File: src/rtl/pcpi_mul_sweep.sv
// pcpi_mul_sweep: exhaustive operand sweep harness for PCPI multiplier channels.
// Every (a, b) pair of OP_W-bit operands is issued to N_CH channels in
// parallel. Each channel's result is compared against an exact reference
// product, and per-channel error statistics plus sticky timeout flags are
// accumulated. One channel's statistics are shown at a time via stat_sel.
module pcpi_mul_sweep #(
    parameter int OP_W    = 8,
    parameter int N_CH    = 4,
    parameter int ACC_W   = 40,
    parameter int TIMEOUT = 16,
    localparam int SEL_W  = (N_CH > 1) ? $clog2(N_CH) : 1
) (
    input  logic                clk,
    input  logic                aresetn,
    input  logic                start,
    input  logic [2:0]          mode,
    output logic                pcpi_valid,
    output logic [N_CH*32-1:0]  pcpi_insn,
    output logic [31:0]         pcpi_rs1,
    output logic [31:0]         pcpi_rs2,
    input  logic [N_CH-1:0]     pcpi_ready,
    input  logic [N_CH-1:0]     pcpi_wr,
    input  logic [N_CH*32-1:0]  pcpi_rd,
    input  logic [SEL_W-1:0]    stat_sel,
    output logic                busy,
    output logic                done,
    output logic [2*OP_W:0]     err_cnt,
    output logic [ACC_W-1:0]    err_sum,
    output logic [31:0]         err_max,
    output logic [N_CH-1:0]     timeout_flag
);

    localparam int CNT_W = 2 * OP_W + 1;
    localparam int TMO_W = $clog2(TIMEOUT + 1) + 1;
    localparam int SUM_W = ((ACC_W > 32) ? ACC_W : 32) + 1;

    // The last WAIT cycle is the one in which TIMEOUT cycles have elapsed since ISSUE.
    localparam logic [TMO_W-1:0] TMO_LAST = TMO_W'(TIMEOUT - 1);
    localparam logic [SUM_W-1:0] SUM_MAX  = SUM_W'({ACC_W{1'b1}});

    typedef enum logic [2:0] {
        S_IDLE,
        S_ISSUE,
        S_WAIT,
        S_ACCUM,
        S_DONE
    } sweepState_t;

    sweepState_t        r_state;
    logic               r_valid;
    logic               r_busy;
    logic               r_done;
    logic [OP_W-1:0]    r_opA;
    logic [OP_W-1:0]    r_opB;
    logic [2:0]         r_mode;
    logic [TMO_W-1:0]   r_tmoCnt;
    logic [N_CH-1:0]    r_resp;
    logic [N_CH-1:0]    r_tmoFlag;
    logic [31:0]        r_rd     [N_CH];
    logic [CNT_W-1:0]   r_errCnt [N_CH];
    logic [ACC_W-1:0]   r_errSum [N_CH];
    logic [31:0]        r_errMax [N_CH];

    logic               w_signA;
    logic               w_signB;
    logic [31:0]        w_rs1;
    logic [31:0]        w_rs2;
    logic [31:0]        w_ref;
    logic [N_CH-1:0]    w_strobe;
    logic [N_CH-1:0]    w_respNext;
    logic               w_lastPair;
    logic [31:0]        w_absErr  [N_CH];
    logic [ACC_W-1:0]   w_sumNext [N_CH];

    // Operand extension: mode 1 signs both, mode 2 signs only rs1, all other modes are unsigned.
    assign w_signA = (r_mode == 3'd1) || (r_mode == 3'd2);
    assign w_signB = (r_mode == 3'd1);
    assign w_rs1   = {{(32 - OP_W){w_signA & r_opA[OP_W-1]}}, r_opA};
    assign w_rs2   = {{(32 - OP_W){w_signB & r_opB[OP_W-1]}}, r_opB};

    // The low 32 bits of a product do not depend on signedness once operands are extended.
    assign w_ref = w_rs1 * w_rs2;

    // Only a ready that also carries a write-back counts as a response.
    assign w_strobe   = pcpi_ready & pcpi_wr;
    assign w_respNext = r_resp | w_strobe;
    assign w_lastPair = (&r_opA) && (&r_opB);

    assign pcpi_valid   = r_valid;
    assign pcpi_rs1     = w_rs1;
    assign pcpi_rs2     = w_rs2;
    assign busy         = r_busy;
    assign done         = r_done;
    assign timeout_flag = r_tmoFlag;

    for (genvar i = 0; i < N_CH; i++) begin : g_ch
        logic signed [32:0] w_diff;
        logic        [32:0] w_mag;
        logic [SUM_W-1:0]   w_sumWide;

        // Channel number sits in funct7 so each channel decodes its own instruction.
        assign pcpi_insn[i*32 +: 32] = {7'(i), 5'b0, 5'b0, r_mode, 5'b0, 7'b0001011};

        // Result and reference are both treated as signed 32-bit values for the difference.
        assign w_diff      = $signed({r_rd[i][31], r_rd[i]}) - $signed({w_ref[31], w_ref});
        assign w_mag       = w_diff[32] ? 33'(-w_diff) : 33'(w_diff);
        assign w_absErr[i] = w_mag[32] ? 32'hFFFF_FFFF : w_mag[31:0];

        // Sum in a wider word so the saturation point can be detected without wrapping.
        assign w_sumWide    = SUM_W'(r_errSum[i]) + SUM_W'(w_absErr[i]);
        assign w_sumNext[i] = (w_sumWide > SUM_MAX) ? {ACC_W{1'b1}} : w_sumWide[ACC_W-1:0];
    end

    // Present the statistics of the channel picked by stat_sel; unmatched selects read as zero.
    always_comb begin
        err_cnt = '0;
        err_sum = '0;
        err_max = '0;
        for (int i = 0; i < N_CH; i++) begin
            if (stat_sel == SEL_W'(i)) begin
                err_cnt = r_errCnt[i];
                err_sum = r_errSum[i];
                err_max = r_errMax[i];
            end
        end
    end

    // Sweep sequencer: issue a pair, collect responses or time out, accumulate, then advance.
    always_ff @(posedge clk or negedge aresetn) begin
        if (!aresetn) begin
            r_state   <= S_IDLE;
            r_valid   <= 1'b0;
            r_busy    <= 1'b0;
            r_done    <= 1'b0;
            r_opA     <= '0;
            r_opB     <= '0;
            r_mode    <= 3'd0;
            r_tmoCnt  <= '0;
            r_resp    <= '0;
            r_tmoFlag <= '0;
            for (int i = 0; i < N_CH; i++) begin
                r_rd[i]     <= '0;
                r_errCnt[i] <= '0;
                r_errSum[i] <= '0;
                r_errMax[i] <= '0;
            end
        end else begin
            case (r_state)
                S_IDLE, S_DONE: begin
                    if (start) begin
                        r_opA     <= '0;
                        r_opB     <= '0;
                        r_mode    <= mode;
                        r_resp    <= '0;
                        r_tmoFlag <= '0;
                        for (int i = 0; i < N_CH; i++) begin
                            r_errCnt[i] <= '0;
                            r_errSum[i] <= '0;
                            r_errMax[i] <= '0;
                        end
                        r_valid <= 1'b1;
                        r_busy  <= 1'b1;
                        r_done  <= 1'b0;
                        r_state <= S_ISSUE;
                    end
                end

                S_ISSUE: begin
                    r_resp   <= '0;
                    r_tmoCnt <= TMO_W'(1);
                    r_state  <= S_WAIT;
                end

                S_WAIT: begin
                    r_resp <= w_respNext;
                    for (int i = 0; i < N_CH; i++) begin
                        if (w_strobe[i] && !r_resp[i]) begin
                            r_rd[i] <= pcpi_rd[i*32 +: 32];
                        end
                    end
                    if ((&w_respNext) || (r_tmoCnt >= TMO_LAST)) begin
                        r_tmoFlag <= r_tmoFlag | ~w_respNext;
                        r_valid   <= 1'b0;
                        r_state   <= S_ACCUM;
                    end else begin
                        r_tmoCnt <= r_tmoCnt + TMO_W'(1);
                    end
                end

                S_ACCUM: begin
                    for (int i = 0; i < N_CH; i++) begin
                        if (r_resp[i]) begin
                            r_errCnt[i] <= r_errCnt[i] + CNT_W'(w_absErr[i] != 32'd0);
                            r_errSum[i] <= w_sumNext[i];
                            if (w_absErr[i] > r_errMax[i]) begin
                                r_errMax[i] <= w_absErr[i];
                            end
                        end
                    end
                    if (w_lastPair) begin
                        r_busy  <= 1'b0;
                        r_done  <= 1'b1;
                        r_state <= S_DONE;
                    end else begin
                        r_opB <= r_opB + OP_W'(1);
                        if (&r_opB) begin
                            r_opA <= r_opA + OP_W'(1);
                        end
                        r_valid <= 1'b1;
                        r_state <= S_ISSUE;
                    end
                end

                default: begin
                    r_valid <= 1'b0;
                    r_busy  <= 1'b0;
                    r_state <= S_IDLE;
                end
            endcase
        end
    end

endmodule

File: config.mk
export PLATFORM = sky130hd
export DESIGN_NAME = pcpi_mul_sweep
export DESIGN_NICKNAME = d
export VERILOG_FILES = /design/src/rtl/pcpi_mul_sweep.sv
export SDC_FILE = /design/constraint.sdc
export NUM_CORES = 2
export LEC_CHECK = 0
export BUFFER_PORTS_ARGS = -buffer_cell sky130_fd_sc_hd__buf_2
export CAP_MARGIN = 20
export CORE_MARGIN = 2
export CORE_UTILIZATION = 30
export CTS_CLUSTER_DIAMETER = 100
export DETAILED_ROUTE_END_ITERATION = 16
export PLACE_DENSITY = 0.5
export SLEW_MARGIN = 20
export SYNTH_ARGS = -nofsm -noshare
export SYNTH_HDL_FRONTEND = slang
export SYNTH_SLANG_ARGS = --single-unit
File: constraint.sdc
create_clock -name clk -period 18.3 [get_ports clk]
set_clock_uncertainty 0.2 [all_clocks]
set_input_delay 0.915 -clock clk [delete_from_list [all_inputs] [get_ports clk]]
set_output_delay 0.915 -clock clk [all_outputs]
set_load 0.005 [all_outputs]
==> flow_summary.yaml <==
status:
  status: "complete, no violations"
worst_setup_path:
  crit_required_ns: 18.63
  start_kind: "flip-flop"
  critPathKind: "flip-flop to flip-flop"
  end_kind: "flip-flop"
  slowest_stage: "xnor2_1"
  crit_path_frequent_cell: "fa_1"
  rrSetupSlack_ns: 4.10
  ff2ff_path_depth: 42
  slowest_delay_ns: 0.76
  r2r_start: "r_opB[7]$_DFFE_PN0P_"
  arrival_ns: 14.52
  r2r_end: "r_errSum[153]$_DFFE_PN0P_"
  crit_fanout: 23
floorplan:
  die_width_um: 402
  floorplan.rows: 146
  dieArea_um2: 162000
  core_um2: 158000
  pin_count: 432
  fp.dieH_um: 402
  initial_core_util_pct: 30.1
cells_and_area:
  final_common_cell: "dfrtp_1"
  multi_input_area_um2: 31400
  finalInstanceArea_um2: 53100
  nFillCells: 16400
  final_cell_mix: "523 x dfrtp_1, 398 x nand2_1, 397 x a21oi_1"
  drive_above_1_share_pct: 15.2
  nets: 6160
  areaGrowthSynthToFinish_pct: 11.6
  regArea_um2: 13100
route:
  avgViaCountPerCell: 5.49
  drtAntennaViolNets: 0
  drt_iter0_drc: 3677
  wl_mm: 184
  dr.pass1.iters: 5
  vias: 42200
  wl_per_cell_um: 24.0
  drc: 0
logic_synthesis:
  ys_types: 120
  synth.ff_latch_count: 523
  avgSynthCellArea_um2: 8.80
  syn_inst: 5406
  synth_edf_count: 0
  synth_top_area_share_pct: 27.5
  synth_area_um2: 47600
  synth_ff_type: "dfrtp_1"
  yosys.area.top_type: "dfrtp_1"
  ys_warn_count: 0
  ys_seq_area_share_pct: 27.5
  yosys-top-cells-area: "dfrtp_1 28%, ha_1 10%, mux4_2 4.3%"
  async_flop_share_pct: 100
cts:
  h-tree-depth: 3
  clock_sinks: 523
  cts-resized-gates: 0
  cts_tree: "yes"
  postCtsHoldBufs: 0
  clk_pin_slew_ns: 0.06
  cts_max_path_buffers: 3
  clkLatencyLatePin_ns: 0.71
  cts_buffers: 74
  clock-root-buffer: "clkbuf_16"
  postCtsSetupBuffers: 0
sta:
  fin_ws_ns: 4.10
  fin_crit_ns: 14.20
  finalMaxSlewViolations: 0
  tightestPinTransition_ns: 1.15
  max_slew_margin_pct: 22.9
  min_period_over_period_pct: 77.6
  setup_viol: 0
  max_freq_ghz: 0.0704
  fin_tns_setup_ns: 0
  hold_viol: 0
  rsz0062_at_grt: "false"
place:
  port-buffer-count: 315
  place_area_um2: 50500
  hpwl_mm: 148
  post-place-ws_ns: 4.28
  place_congestion: 0.960
global_routing:
  grt_max_degree: 138
  grt_first_pass_wirelength_mm: 268
  grt.overflow.total: 0
  antenna_found_initial: 15
  grt_pass1_vias: 39700
  grt_usage_pct: 22.1
hold_path:
  hold_class: "input port to async pin"
job:
  maxCapViolations: 0
## worst max-delay path: cells and delay by family (launching register included)
kind / cells / cell delay [ns]
xor+xnor: 2 / 1.07
flops: 1 / 0.59
fa+ha+maj: 8 / 3.73
compound gates: 19 / 5.59
simple gates: 10 / 2.66
buf+inv: 3 / 0.16
## synthesized netlist by cell type, types with 18 or more instances
cell type / n
a211o_1: 21
a211oi_1: 32
a21o_1: 102
a21oi_1: 399
a22o_1: 63
a31o_2: 26
a31oi_1: 140
and2_1: 65
and3_1: 76
buf_1: 22
buf_4: 172
clkbuf_1: 211
dfrtp_1: 523
fa_1: 78
ha_1: 381
inv_1: 349
mux2_2: 129
mux2i_1: 18
mux4_2: 90
nand2_1: 400
nand2b_1: 59
nand3_1: 140
nand4_1: 84
nor2_1: 352
nor2b_1: 55
nor3_1: 110
nor4_1: 53
o2111ai_1: 18
o211ai_1: 37
o21a_1: 57
o21ai_0: 265
o21bai_1: 20
o22ai_1: 21
o31a_1: 20
o31ai_1: 34
or2_2: 28
or3_1: 59
or4_1: 27
xnor2_1: 210
xor2_1: 207
## sequential cells by signal, summed over array words and instances (netlist names)
name and cells:
r_resp 4, r_errCnt 68, r_opB 8, r_rd 128, r_opA 8, r_mode 3
done 1, r_state 3, r_errMax 128, r_tmoCnt 6, busy 1, timeout_flag 4
pcpi_valid 1, r_errSum 160
## metrics by stage
stage,instances,hold slack [ns],util [%]
final,7691,0.00597,33.6
after global routing,7689,0.0479,33.6
after CTS,7689,0.0660,33.6
after detailed placement,7553,0.283,32.0
after global placement,7553,0.279,32.0
after floorplan,5520,0.265,-
## logic make-up (layout without fill, tap and decap cells)
| logic type | after synthesis | in the layout | synth area share [%] |
|---|---|---|---|
| other | 2 | 118 | 0.0158 |
| flip-flops | 523 | 523 | 27.5 |
| XOR/XNOR | 418 | 418 | 7.72 |
| multiplexers | 237 | 237 | 7.69 |
| buffers and inverters | 774 | 871 | 7.52 |
| AO/OA/AOI/OAI | 1416 | 1416 | 19.7 |
| adder cells (fa/ha/maj) | 460 | 460 | 13.3 |
| AND/OR/NAND/NOR | 1576 | 1576 | 16.5 |
## worst max-delay path by stage
stage                          startpoint                         to  slack, ns  cells after the start
CTS                  r_opB[7]$_DFFE_PN0P_  r_errSum[153]$_DFFE_PN0P_       4.24                     42
global placement     r_opB[7]$_DFFE_PN0P_   r_errMax[92]$_DFFE_PN0P_       4.55                     42
global route         r_opB[7]$_DFFE_PN0P_  r_errSum[151]$_DFFE_PN0P_       3.08                     42
floorplan           r_mode[0]$_DFFE_PN0P_  r_errSum[155]$_DFFE_PN0P_       4.77                     48
detailed placement   r_opB[7]$_DFFE_PN0P_  r_errSum[157]$_DFFE_PN0P_       4.28                     42
finish               r_opB[7]$_DFFE_PN0P_  r_errSum[153]$_DFFE_PN0P_       4.10                     42
## final cells by class
cell class / instances / area share (%)
Inverter: 352 / 2.49
Timing Repair Buffer: 383 / 4.00
Tap cell: 2072 / 4.88
Multi-Input combinational cell: 4223 / 59.2
Clock inverter: 28 / 0.615
Antenna cell: 2 / 0.00943
Sequential cell: 523 / 24.6
Clock buffer: 108 / 4.17
## metal layers
metal	GRT usage (%)	vias up	part of all wire (%)
met4	7.55	2	3.7
met3	3.20	231	5.5
met1	31.0	21000	46
li1	-	19600	-
met5	0	-	0.0038
met2	34.8	1378	45
Power is left out: the tool's default activity adds up to more than one toggle a clock period on the data nets, which glitch-free logic cannot reach.
